==> config.mk <==
export PLATFORM = sky130hd
export DESIGN_NAME = data_descramble
export DESIGN_NICKNAME = d
export VERILOG_FILES = /design/src/rtl/ofdm_pkg.sv /design/src/rtl/scram_lfsr7.sv /design/src/rtl/data_descramble.sv
export SDC_FILE = /design/constraint.sdc
export NUM_CORES = 1
export LEC_CHECK = 0
export BUFFER_PORTS_ARGS = -buffer_cell sky130_fd_sc_hd__clkbuf_2
export CORE_MARGIN = 2
export CORE_UTILIZATION = 35
export CTS_BUF_LIST = sky130_fd_sc_hd__clkbuf_8
export CTS_CLUSTER_DIAMETER = 30
export CTS_CLUSTER_SIZE = 28
export DETAILED_ROUTE_END_ITERATION = 8
export PLACE_DENSITY = 0.56
export SETUP_SLACK_MARGIN = 0.1
export SLEW_MARGIN = 40
export SYNTH_ARGS = -nofsm -noshare
export SYNTH_HDL_FRONTEND = slang
export SYNTH_SLANG_ARGS = --single-unit
==> constraint.sdc <==
create_clock -name sys_clk -period 3.38 [get_ports sys_clk]
set_input_delay 0.169 -clock sys_clk [delete_from_list [all_inputs] [get_ports sys_clk]]
set_output_delay 0.169 -clock sys_clk [all_outputs]
set_load 0.005 [all_outputs]
==> src/rtl/ofdm_pkg.sv <==
// Constants and types shared by the OFDM scrambler and descrambler.
package ofdm_pkg;

    localparam int unsigned SERVICE_LEN = 16;
    localparam int unsigned ACQ_LEN     = 7;
    localparam int unsigned LFSR_W      = 7;
    localparam int unsigned TAP_HI      = 6;
    localparam int unsigned TAP_LO      = 3;
    localparam int unsigned CNT_W       = 16;

    typedef enum logic [1:0] {
        ST_IDLE = 2'd0,
        ST_ACQ  = 2'd1,
        ST_SERV = 2'd2,
        ST_DATA = 2'd3
    } descram_fsm_e;

endpackage

==> src/rtl/scram_lfsr7.sv <==
// Combinational step of the x^7+x^4+1 scrambler LFSR; shared by TX and RX.
module scram_lfsr7
    import ofdm_pkg::*;
(
    input  logic [LFSR_W-1:0] lfsr_state,
    output logic              feedback_c,
    output logic [LFSR_W-1:0] lfsr_next_c
);

    assign feedback_c  = lfsr_state[TAP_HI] ^ lfsr_state[TAP_LO];
    assign lfsr_next_c = {lfsr_state[LFSR_W-2:0], feedback_c};

endmodule

==> src/rtl/data_descramble.sv <==
// Frame descrambler: recovers the scrambler state from the zero SERVICE bits,
// then descrambles the rest of the frame with one cycle of latency.
module data_descramble
    import ofdm_pkg::*;
(
    input  logic              sys_clk,
    input  logic              sys_rstn,
    input  logic              descram_start,
    input  logic [CNT_W-1:0]  descram_nbits,
    input  logic              descram_din,
    input  logic              descram_valid_i,
    output logic              descram_dout,
    output logic              descram_valid_o,
    output logic [LFSR_W-1:0] descram_state_o,
    output logic              descram_lock,
    output logic              descram_done,
    output logic              descram_err
);

    descram_fsm_e      fsm_q, fsm_d;
    logic [LFSR_W-1:0] lfsr_q, lfsr_d;
    logic [LFSR_W-1:0] state_d;
    logic [CNT_W-1:0]  cnt_q, cnt_d;
    logic [CNT_W-1:0]  nbits_q, nbits_d;
    logic              dout_d, valid_d, lock_d, done_d, err_d;

    logic              fb_c;
    logic [LFSR_W-1:0] lfsr_next_c;
    logic [LFSR_W-1:0] acq_shift_c;
    logic [CNT_W-1:0]  cnt_inc_c;
    logic              last_bit_c;

    scram_lfsr7 u_lfsr (
        .lfsr_state  (lfsr_q),
        .feedback_c  (fb_c),
        .lfsr_next_c (lfsr_next_c)
    );

    assign acq_shift_c = {lfsr_q[LFSR_W-2:0], descram_din};
    assign cnt_inc_c   = (cnt_q == '1) ? cnt_q : cnt_q + CNT_W'(1);
    assign last_bit_c  = (cnt_q == nbits_q - CNT_W'(1));

    // Next-state and output decode; start takes priority over everything.
    always_comb begin
        fsm_d   = fsm_q;
        lfsr_d  = lfsr_q;
        state_d = descram_state_o;
        cnt_d   = cnt_q;
        nbits_d = nbits_q;
        lock_d  = descram_lock;
        err_d   = descram_err;
        dout_d  = 1'b0;
        valid_d = 1'b0;
        done_d  = 1'b0;

        if (descram_start) begin
            nbits_d = descram_nbits;
            cnt_d   = '0;
            lock_d  = 1'b0;
            err_d   = 1'b0;
            if (descram_nbits < CNT_W'(SERVICE_LEN)) begin
                err_d = 1'b1;
                fsm_d = ST_IDLE;
            end else begin
                fsm_d = ST_ACQ;
                if (descram_valid_i) begin
                    lfsr_d  = acq_shift_c;
                    cnt_d   = CNT_W'(1);
                    valid_d = 1'b1;
                end
            end
        end else if (descram_valid_i) begin
            case (fsm_q)
                ST_ACQ: begin
                    // Transmitted SERVICE bits are zero, so received bits are the scrambler sequence.
                    lfsr_d  = acq_shift_c;
                    valid_d = 1'b1;
                    cnt_d   = cnt_inc_c;
                    if (cnt_q == CNT_W'(ACQ_LEN - 1)) begin
                        state_d = acq_shift_c;
                        lock_d  = 1'b1;
                        fsm_d   = ST_SERV;
                    end
                end
                ST_SERV, ST_DATA: begin
                    lfsr_d  = lfsr_next_c;
                    dout_d  = descram_din ^ fb_c;
                    valid_d = 1'b1;
                    cnt_d   = cnt_inc_c;
                    if (fsm_q == ST_SERV && dout_d) begin
                        err_d = 1'b1;
                    end
                    if (last_bit_c) begin
                        done_d = 1'b1;
                        lock_d = 1'b0;
                        fsm_d  = ST_IDLE;
                    end else if (fsm_q == ST_SERV && cnt_q == CNT_W'(SERVICE_LEN - 1)) begin
                        fsm_d = ST_DATA;
                    end
                end
                default: ;
            endcase
        end
    end

    always_ff @(posedge sys_clk or negedge sys_rstn) begin
        if (!sys_rstn) begin
            fsm_q           <= ST_IDLE;
            lfsr_q          <= '0;
            descram_state_o <= '0;
            cnt_q           <= '0;
            nbits_q         <= '0;
            descram_dout    <= 1'b0;
            descram_valid_o <= 1'b0;
            descram_lock    <= 1'b0;
            descram_done    <= 1'b0;
            descram_err     <= 1'b0;
        end else begin
            fsm_q           <= fsm_d;
            lfsr_q          <= lfsr_d;
            descram_state_o <= state_d;
            cnt_q           <= cnt_d;
            nbits_q         <= nbits_d;
            descram_dout    <= dout_d;
            descram_valid_o <= valid_d;
            descram_lock    <= lock_d;
            descram_done    <= done_d;
            descram_err     <= err_d;
        end
    end

endmodule

==> impl_results.rst, run 1 <==
.. list-table::
   :header-rows: 1

   * - Metric
     - Value
   * - Portion of synthesized cell area occupied by the leading cell type
     - 0.4605
   * - Cell count after placement
     - 420
   * - Fraction of the yosys area taken by sequential cells
     - 0.4605
   * - Clock Latency Late Sink
     - 320 ps
   * - Worst hold slack after final layout
     - 59.43 ps
   * - Min Tclk post-route
     - 2927 ps
   * - Critical path peak fanout
     - 7
   * - Vias after detailed routing
     - 2184
   * - Total half-perimeter wirelength after legalization and detailed placement
     - 4728 um
   * - Initial standard-cell utilization of the core
     - 0.3559
   * - Clock edge transition at the registers on the reported setup and hold paths
     - 110 ps
   * - Max-slew violation total from the final report
     - 0
   * - TritonCTS clock tree
     - yes
   * - Synth-to-Final Area Change
     - 12.29%
   * - Hold Path Cell Cnt
     - 3
   * - Final setup margin
     - 453.4 ps
   * - Congestion Overflow GR
     - 0
   * - Max-cap violations
     - 0
   * - DRC Markers
     - 0
   * - Average routed wire per standard cell
     - 15.13 um
   * - Clock tree sinks
     - 53
   * - Maximum number of pins on one net before global-route repair
     - 39
   * - Post-synthesis net count
     - 319
   * - Post-Syn Area per Cell
     - 9.764 sq um
   * - Warnings from Yosys
     - 0
   * - Pwr dens
     - 402.1 nW/um^2
   * - Std-Cell Rows
     - 33
   * - Final Hold Fails
     - 0
   * - Class of the tightest hold or removal check
     - input port to flip-flop
   * - Leading cell type in the layout, fill and taps excluded
     - sky130_fd_sc_hd__dfrtp_1
   * - Number of buffers inserted by port buffering
     - 32
   * - Number of nets still failing antenna checks after routing
     - 0
   * - Antenna diode instance count
     - 0
   * - Global Route Usage Sum
     - 0.1601
   * - Die Span Y
     - 94.72 um
   * - Vias per std cell
     - 5.091
   * - RSZ-0062 raised after global routing
     - false
   * - DIE AREA
     - 8971 sq um
   * - Number of gates given a new drive strength after cts
     - 0
   * - Number of global-route vias before repair
     - 2111
   * - Number of setup buffers added after CTS
     - 0
   * - Dpl ws
     - 509.1 ps
   * - First DRT Iteration DRCs
     - 110
   * - Achievable Freq
     - 341.7 MHz
   * - Most used cells in the layout excluding fill and tap cells
     - 53 x sky130_fd_sc_hd__dfrtp_1, 37 x sky130_fd_sc_hd__nand2_1, 31 x sky130_fd_sc_hd__clkbuf_2
   * - Worst endpoint data arrival time
     - 3110 ps
   * - Synth Instances
     - 295
   * - Transition time at the pin with the least slew margin
     - 581.3 ps
   * - Critical Setup Path Class
     - flip-flop to flip-flop
   * - Final weighted congestion in routability-driven placement
     - 0.8011
   * - Critical path required time
     - 3570 ps
   * - Critical path startpoint category
     - flip-flop
   * - Core ar.
     - 8093 sq um
   * - Library cell with the largest summed area after synthesis
     - sky130_fd_sc_hd__dfrtp_1
   * - Proportion of register bits with asynchronous set or reset after synthesis
     - 1.000
   * - Number of filler cells placed in the layout
     - 862
   * - Share of post-route cells with drive strength above 1
     - 0.2099
   * - Leading register cell type out of synthesis
     - sky130_fd_sc_hd__dfrtp_1
   * - Number of synthesized flops with an enable pin
     - 0
   * - Boundary Pins
     - 33
   * - Maximum level of the CTS H-tree
     - 2
   * - Peak supply drop
     - 0.0002076 V
   * - Worst clock skew
     - 12.09 ps
   * - Period utilization
     - 0.8659
   * - Total negative slack
     - 0 ps
   * - P_leak
     - 1.428 nW
   * - Die W
     - 94.72 um
   * - Ranking of synthesized cells by area
     - sky130_fd_sc_hd__dfrtp_1 46%, sky130_fd_sc_hd__mux2_2 8.2%, sky130_fd_sc_hd__xor2_1 6.4%, sky130_fd_sc_hd__nand2_1 4.8%, sky130_fd_sc_hd__xnor2_1 4.6%
   * - Final non-filler cell area
     - 3234 sq um
   * - Summed instance area of the synthesized netlist
     - 2880 sq um
   * - Tightest slew margin relative to the limit
     - 0.6099
   * - Net total in the final layout
     - 347
   * - Antenna violations before repair
     - 0
   * - Detailed-routing iteration count for the pre-antenna-repair pass
     - 4
   * - Hold buffers post-CTS
     - 1
   * - Worst r2r path cells
     - 9
   * - Post-Layout Cell Count
     - 429
   * - Final setup violating endpoints
     - 0
   * - Count of different cell masters after synthesis
     - 42
   * - TritonCTS Buffers
     - 5
   * - Wire length of the first global-routing pass
     - 11050 um
   * - Critical Path Sink Type
     - flip-flop
   * - Result of the run
     - finished, final reports clean
   * - Routed WL
     - 6490 um
   * - Clock tree root buffer cell
     - sky130_fd_sc_hd__clkbuf_8
   * - Post-Place Cell Area
     - 3129 sq um
   * - Buffer depth of the longest clock path
     - 2
   * - Flops & latches, synth
     - 53
through the flow:
| step | utilization | power, W |
|---|---|---|
| after floorplan | - | 0.0008575 |
| after global placement | 0.3864 | 0.0009205 |
| after detailed placement | 0.3867 | 0.0009251 |
| after CTS | 0.3997 | 0.001314 |
| after global routing | 0.3997 | 0.001377 |
| final | 0.3997 | 0.001301 |
registers in the layout, summed over array words and instances (netlist names):
name and flops:
descram_state_o 7, descram_err 1, descram_lock 1, descram_done 1, nbits_q 16, fsm_q 2, lfsr_q 7, descram_dout 1
descram_valid_o 1, cnt_q 16
synth_stat cells, drive strengths merged (3+ instances only):
| cell | instances |
|---|---|
| dfrtp | 53 |
| nand2 | 37 |
| nor2 | 28 |
| mux2 | 21 |
| xor2 | 21 |
| o21ai | 17 |
| xnor2 | 15 |
| clkbuf | 12 |
| nand3 | 11 |
| nand4 | 10 |
| nor4 | 10 |
| a21oi | 6 |
| inv | 6 |
| nor3 | 6 |
| a31oi | 5 |
| nor2b | 4 |
| and3 | 3 |
| ha | 3 |
| nand4b | 3 |
metal layers:
layer	part of all wire	routed length, um	GRT usage
met1	0.48	3139	0.2261
met2	0.47	3036	0.2441
met3	0.036	231	0.03432
met4	0.013	82	0.05314
met5	0	0	0
critical path, cell delays in order, from the launching register on:
cell and delay (ps):
sky130_fd_sc_hd__dfrtp_1 450, sky130_fd_sc_hd__inv_1 100, sky130_fd_sc_hd__ha_1 200, sky130_fd_sc_hd__nor3b_2 430, sky130_fd_sc_hd__and2_1 270, sky130_fd_sc_hd__nand2_1 80, sky130_fd_sc_hd__xnor2_1 150, sky130_fd_sc_hd__or4_1 480
sky130_fd_sc_hd__nor4_2 460, sky130_fd_sc_hd__o21ai_0 160
power by group:
| group | switching, W | leakage, nW | total [W] | internal (W) |
|---|---|---|---|---|
| logic | 0.0000983 | 0.696 | 0.000181 | 0.0000829 |
| clock network | 0.000238 | 0.0423 | 0.000389 | 0.000151 |
| registers | 0.0000544 | 0.689 | 0.000730 | 0.000676 |
| total | 0.000391 | 1.43 | 0.00130 | 0.000910 |
cell type report:
type | count | area [sq um] | area share
clock buffer | 5 | 68.82 | 0.02128
timing repair buffer | 35 | 187.7 | 0.05803
tap | 105 | 131.4 | 0.04062
multi-input combinational | 222 | 1471 | 0.4549
sequential | 53 | 1326 | 0.4101
inverter | 6 | 22.52 | 0.006963
clock inverter | 3 | 26.28 | 0.008124
final timing paths:
| check | startpoint | to | slack, ps |
|---|---|---|---|
| hold / removal | descram_nbits[1] | nbits_q[1]$_DFFE_PN0P_ | 60 |
| max in group asynchronous | sys_rstn | nbits_q[2]$_DFFE_PN0P_ | 2380 |
| hold reg to reg | lfsr_q[6]$_DFFE_PN0P_ | lfsr_q[6]$_DFFE_PN0P_ | 510 |
| setup / recovery | nbits_q[0]$_DFFE_PN0P_ | fsm_q[0]$_DFFE_PN0P_ | 450 |
| min in group asynchronous | sys_rstn | cnt_q[5]$_DFFE_PN0P_ | 360 |
| setup reg to reg | nbits_q[0]$_DFFE_PN0P_ | fsm_q[0]$_DFFE_PN0P_ | 450 |
kinds of logic after synthesis:
group,after synthesis,share of synthesized area
AND/OR/NAND/NOR,124,0.2250
flip-flops,53,0.4605
AO/OA/AOI/OAI,37,0.07776
XOR/XNOR,36,0.1095
multiplexers,22,0.08558
buffers and inverters,20,0.02867
adder cells (fa/ha/maj),3,0.01303
Note: power is estimated with default switching activity, not from simulation.
==> inputs of run 2 (changes only) <==
Settings changed: ABC_AREA set to 1.
==> impl_results.rst, run 2 <==
.. list-table::
   :header-rows: 1

   * - Metric
     - Value
   * - Number of global-route vias before repair
     - 2617 (+24%)
   * - Clock Latency Late Sink
     - 320 ps (about the same)
   * - Final setup violating endpoints
     - 0 (unchanged)
   * - Most used cells in the layout excluding fill and tap cells
     - 119 x sky130_fd_sc_hd__nand2_1, 53 x sky130_fd_sc_hd__dfrtp_1, 47 x sky130_fd_sc_hd__inv_1
   * - Proportion of power drawn by the clock network
     - 0.258 (-0.041)
   * - Commonest cells in the synthesized netlist
     - 119 x sky130_fd_sc_hd__nand2_1, 53 x sky130_fd_sc_hd__dfrtp_1, 47 x sky130_fd_sc_hd__inv_1
   * - Std-Cell Rows
     - 34 (+3.0%)
   * - Post-Syn Area per Cell
     - 7.611 sq um (-22%)
   * - Proportion of register bits with asynchronous set or reset after synthesis
     - 1.000 (unchanged)
   * - Class of the tightest hold or removal check
     - input port to flip-flop
   * - Ranking of synthesized cells by area
     - sky130_fd_sc_hd__dfrtp_1 41%, sky130_fd_sc_hd__nand2_1 14%, sky130_fd_sc_hd__inv_1 5.5%, sky130_fd_sc_hd__o21ai_0 4.1%, sky130_fd_sc_hd__nor2_1 3.5%
   * - DRC Markers
     - 0 (unchanged)
   * - Post-route core utilization
     - 0.4052 (+0.005569)
   * - Total negative slack
     - 0 ps (unchanged)
   * - Period utilization
     - 0.5849 (-0.2810)
   * - Achievable Freq
     - 505.9 MHz (+48%)
   * - Vias after detailed routing
     - 2755 (+26%)
   * - Power share of the sequential group
     - 0.504 (-0.057)
   * - Number of setup buffers added after CTS
     - 0 (unchanged)
   * - Warnings from Yosys
     - 0 (unchanged)
   * - Net total in the final layout
     - 476 (+37%)
   * - Share of post-route cells with drive strength above 1
     - 0.1854 (-0.02445)
   * - Library cell with the largest summed area after synthesis
     - sky130_fd_sc_hd__dfrtp_1
   * - Fraction of the yosys area taken by sequential cells
     - 0.4149 (-0.04560)
   * - Maximum number of pins on one net before global-route repair
     - 42 (+7.7%)
   * - Min Tclk post-route
     - 1977 ps (-949.8 ps)
   * - Wire length of the first global-routing pass
     - 12740 um (+15%)
   * - DIE AREA
     - 9914 sq um (+11%)
   * - Most used cell along the critical path
     - sky130_fd_sc_hd__nand2_1
   * - Worst r2r path cells
     - 16 (+7)
   * - Tightest slew margin relative to the limit
     - 0.6603 (+0.05041)
   * - Peak supply drop
     - 0.0002537 V (+22%)
   * - Antenna diode instance count
     - 0 (unchanged)
   * - Synth-to-Final Area Change
     - 11.62%
   * - TritonCTS clock tree
     - yes
   * - Leading cell type in the layout, fill and taps excluded
     - sky130_fd_sc_hd__nand2_1
   * - Total half-perimeter wirelength after legalization and detailed placement
     - 5913 um (+25%)
   * - Final Hold Fails
     - 0 (unchanged)
   * - Max-slew violation total from the final report
     - 0 (unchanged)
   * - Die Span Y
     - 99.57 um (+5.1%)
   * - Final non-filler cell area
     - 3568 sq um (+10%)
   * - P_leak
     - 1.746 nW (+22%)
   * - Multi-input gate area in the final layout
     - 1615 sq um (+9.8%)
   * - Number of gates given a new drive strength after cts
     - 0 (unchanged)
   * - Max-cap violations
     - 0 (unchanged)
   * - Top-count cell post-synth
     - sky130_fd_sc_hd__nand2_1
   * - Internal power
     - 0.001001 W (+10%)
   * - Number of filler cells placed in the layout
     - 908 (+5.3%)
   * - RSZ-0062 raised after global routing
     - false
   * - Top Registers
     - cnt_q x16, nbits_q x16
   * - Antenna violations before repair
     - 0 (unchanged)
   * - First DRT Iteration DRCs
     - 150 (+36%)
   * - Die W
     - 99.57 um (+5.1%)
   * - Area taken by flip-flops and latches
     - 1326 sq um (unchanged)
   * - Boundary Pins
     - 33 (unchanged)
   * - Chain of cells forming the critical path
     - inv_2 -> ha_1 -> nand2_2 -> nor2_4 -> nand3_1 -> nand2_1 -> nand2_1 -> nor2_1 -> nand2_1 -> nor2_2 -> nand2_1 -> nand2_2 -> nand2_2 -> nand2_2 -> nand2_1 -> nand2_1
   * - Combinational power share
     - 0.238 (+0.099)
   * - Worst endpoint data arrival time
     - 2230 ps (-880 ps)
   * - Overall power consumption
     - 0.001552 W (+19%)
   * - Routed WL
     - 7719 um (+19%)
   * - Worst clock skew
     - 14.73 ps (+2.640 ps)
   * - Hold Path Cell Cnt
     - 3 (unchanged)
   * - Critical Path Sink Type
     - flip-flop
   * - CP max stage cell
     - sky130_fd_sc_hd__dfrtp_1
   * - Core ar.
     - 8806 sq um (+8.8%)
   * - Number of synthesized flops with an enable pin
     - 0 (unchanged)
   * - Summed instance area of the synthesized netlist
     - 3197 sq um (+11%)
   * - Clock edge transition at the registers on the reported setup and hold paths
     - 120 ps (about the same)
   * - Portion of synthesized cell area occupied by the leading cell type
     - 0.4149 (-0.04560)
   * - Number of nets still failing antenna checks after routing
     - 0 (unchanged)
   * - Net Sw Power
     - 0.0005514 W (+41%)
   * - Critical path startpoint category
     - flip-flop
   * - Clock tree root buffer cell
     - sky130_fd_sc_hd__clkbuf_8
   * - Post-Place Cell Area
     - 3461 sq um (+11%)
   * - Flops & latches, synth
     - 53 (unchanged)
   * - Number of buffers inserted by port buffering
     - 32 (unchanged)
   * - Count of different cell masters after synthesis
     - 40 (-4.8%)
   * - TritonCTS Buffers
     - 5 (unchanged)
   * - Clock tree sinks
     - 53 (unchanged)
   * - Post-synthesis net count
     - 444 (+39%)
   * - Pwr dens
     - 434.9 nW/um^2 (+8.2%)
   * - Critical path required time
     - 3630 ps (+60 ps)
   * - Dpl ws
     - 1448 ps (+938.9 ps)
   * - Transition time at the pin with the least slew margin
     - 504.9 ps (-76.38 ps)
   * - Congestion Overflow GR
     - 0 (unchanged)
   * - Result of the run
     - finished, final reports clean
   * - Critical path peak fanout
     - 7 (unchanged)
   * - Leading register cell type out of synthesis
     - sky130_fd_sc_hd__dfrtp_1
   * - Average routed wire per standard cell
     - 13.76 um (-9.0%)
   * - Initial standard-cell utilization of the core
     - 0.3630 (+0.007123)
   * - Vias per std cell
     - 4.911 (-3.5%)
   * - Detailed-routing iteration count for the pre-antenna-repair pass
     - 4 (unchanged)
   * - Final weighted congestion in routability-driven placement
     - 0.8524 (+6.4%)
   * - Switch share
     - 0.3553 (+0.05498)
   * - Buffer depth of the longest clock path
     - 2 (unchanged)
   * - Maximum level of the CTS H-tree
     - 2 (unchanged)
   * - Final setup margin
     - 1403 ps (+949.8 ps)
   * - Maximum single-stage delay on the critical path
     - 420 ps (-60 ps)
   * - Critical Setup Path Class
     - flip-flop to flip-flop
   * - Global Route Usage Sum
     - 0.1622 (+0.002073)
   * - Synth Instances
     - 420 (+42%)
==> run 2: changes by cell type in the layout (fill, tap and decap cells not counted), moves of 6 or more <==
cell,change
sky130_fd_sc_hd__inv_1,+41
sky130_fd_sc_hd__nand3_1,+10
sky130_fd_sc_hd__nand2_2,+9
sky130_fd_sc_hd__o21ai_2,+7
sky130_fd_sc_hd__o21ai_0,+10
sky130_fd_sc_hd__xor2_1,-10
sky130_fd_sc_hd__inv_2,+7
sky130_fd_sc_hd__xnor2_1,-8
sky130_fd_sc_hd__nor2_2,+6
sky130_fd_sc_hd__mux2_2,-21
sky130_fd_sc_hd__nand2_1,+82
==> run 2: final timing paths <==
path | from | slack (ps) | end
max | nbits_q[0]$_DFFE_PN0P_ | 1400 | fsm_q[0]$_DFFE_PN0P_
min | descram_nbits[2] | 50 | nbits_q[2]$_DFFE_PN0P_
max reg2reg | nbits_q[0]$_DFFE_PN0P_ | 1400 | fsm_q[0]$_DFFE_PN0P_
min reg2reg | descram_state_o[3]$_DFFE_PN0P_ | 500 | descram_state_o[3]$_DFFE_PN0P_
max in group asynchronous | sys_rstn | 2370 | nbits_q[15]$_DFFE_PN0P_
min in group asynchronous | sys_rstn | 360 | lfsr_q[4]$_DFFE_PN0P_
==> run 2: repair_timing <==
item                                    in CTS  in global routing
hold buffers                                 1                  0
endpoints found under the setup margin       0                  0
endpoints found under the hold margin       35                  0
==> run 2: cell families after synthesis <==
| kind of cell | count (synthesis) | share of synthesized area |
|---|---|---|
| compound gates | 58 | 0.1100 |
| xor+xnor | 18 | 0.04931 |
| fa+ha+maj | 3 | 0.01174 |
| buf+inv | 65 | 0.07984 |
| flops | 53 | 0.4149 |
| simple gates | 223 | 0.3342 |
==> run 2: worst max-delay path, delay by kind of cell, from the launching register on <==
family | cells | cell delay [ps]
and+or+nand+nor | 14 | 1170
DFF | 1 | 420
adders and majority gates | 1 | 200
buffers and inverters | 1 | 120
==> run 2: final cells by class <==
cell class | count | area share
Clock buffer | 5 | 0.01928
Tap cell | 108 | 0.03787
Multi-Input combinational cell | 302 | 0.4527
Sequential cell | 53 | 0.3717
Inverter | 55 | 0.05785
Clock inverter | 3 | 0.008065
Timing Repair Buffer | 35 | 0.05259
==> run 2: layer usage <==
metal  vias to the layer above  share of wire  wire [um]  global-route usage
met3                         7          0.048        371             0.02600
met5                         -              0          0                   0
met4                         0          0.013         98             0.04426
met2                        61           0.45       3487              0.2682
li1                       1419              -          -                   -
met1                      1268           0.49       3761              0.2209
==> run 2: power groups by stage <==
stage	registers [W]	clock network (W)	logic, W
after floorplan	0.000776	0	0.000274
after global placement	0.000795	0	0.000368
after detailed placement	0.000794	0	0.000372
after CTS	0.000782	0.000414	0.000375
after global routing	0.000792	0.000438	0.000426
final	0.000782	0.000401	0.000369
==> run 2: stage by stage <==
step | hold WS [ps] | std cells
CTS | 38.41 | 561
detailed placement | 208.6 | 552
global route | 53.03 | 561
floorplan | -126.6 | 420
global placement | 369.4 | 552
finish | 46.04 | 561
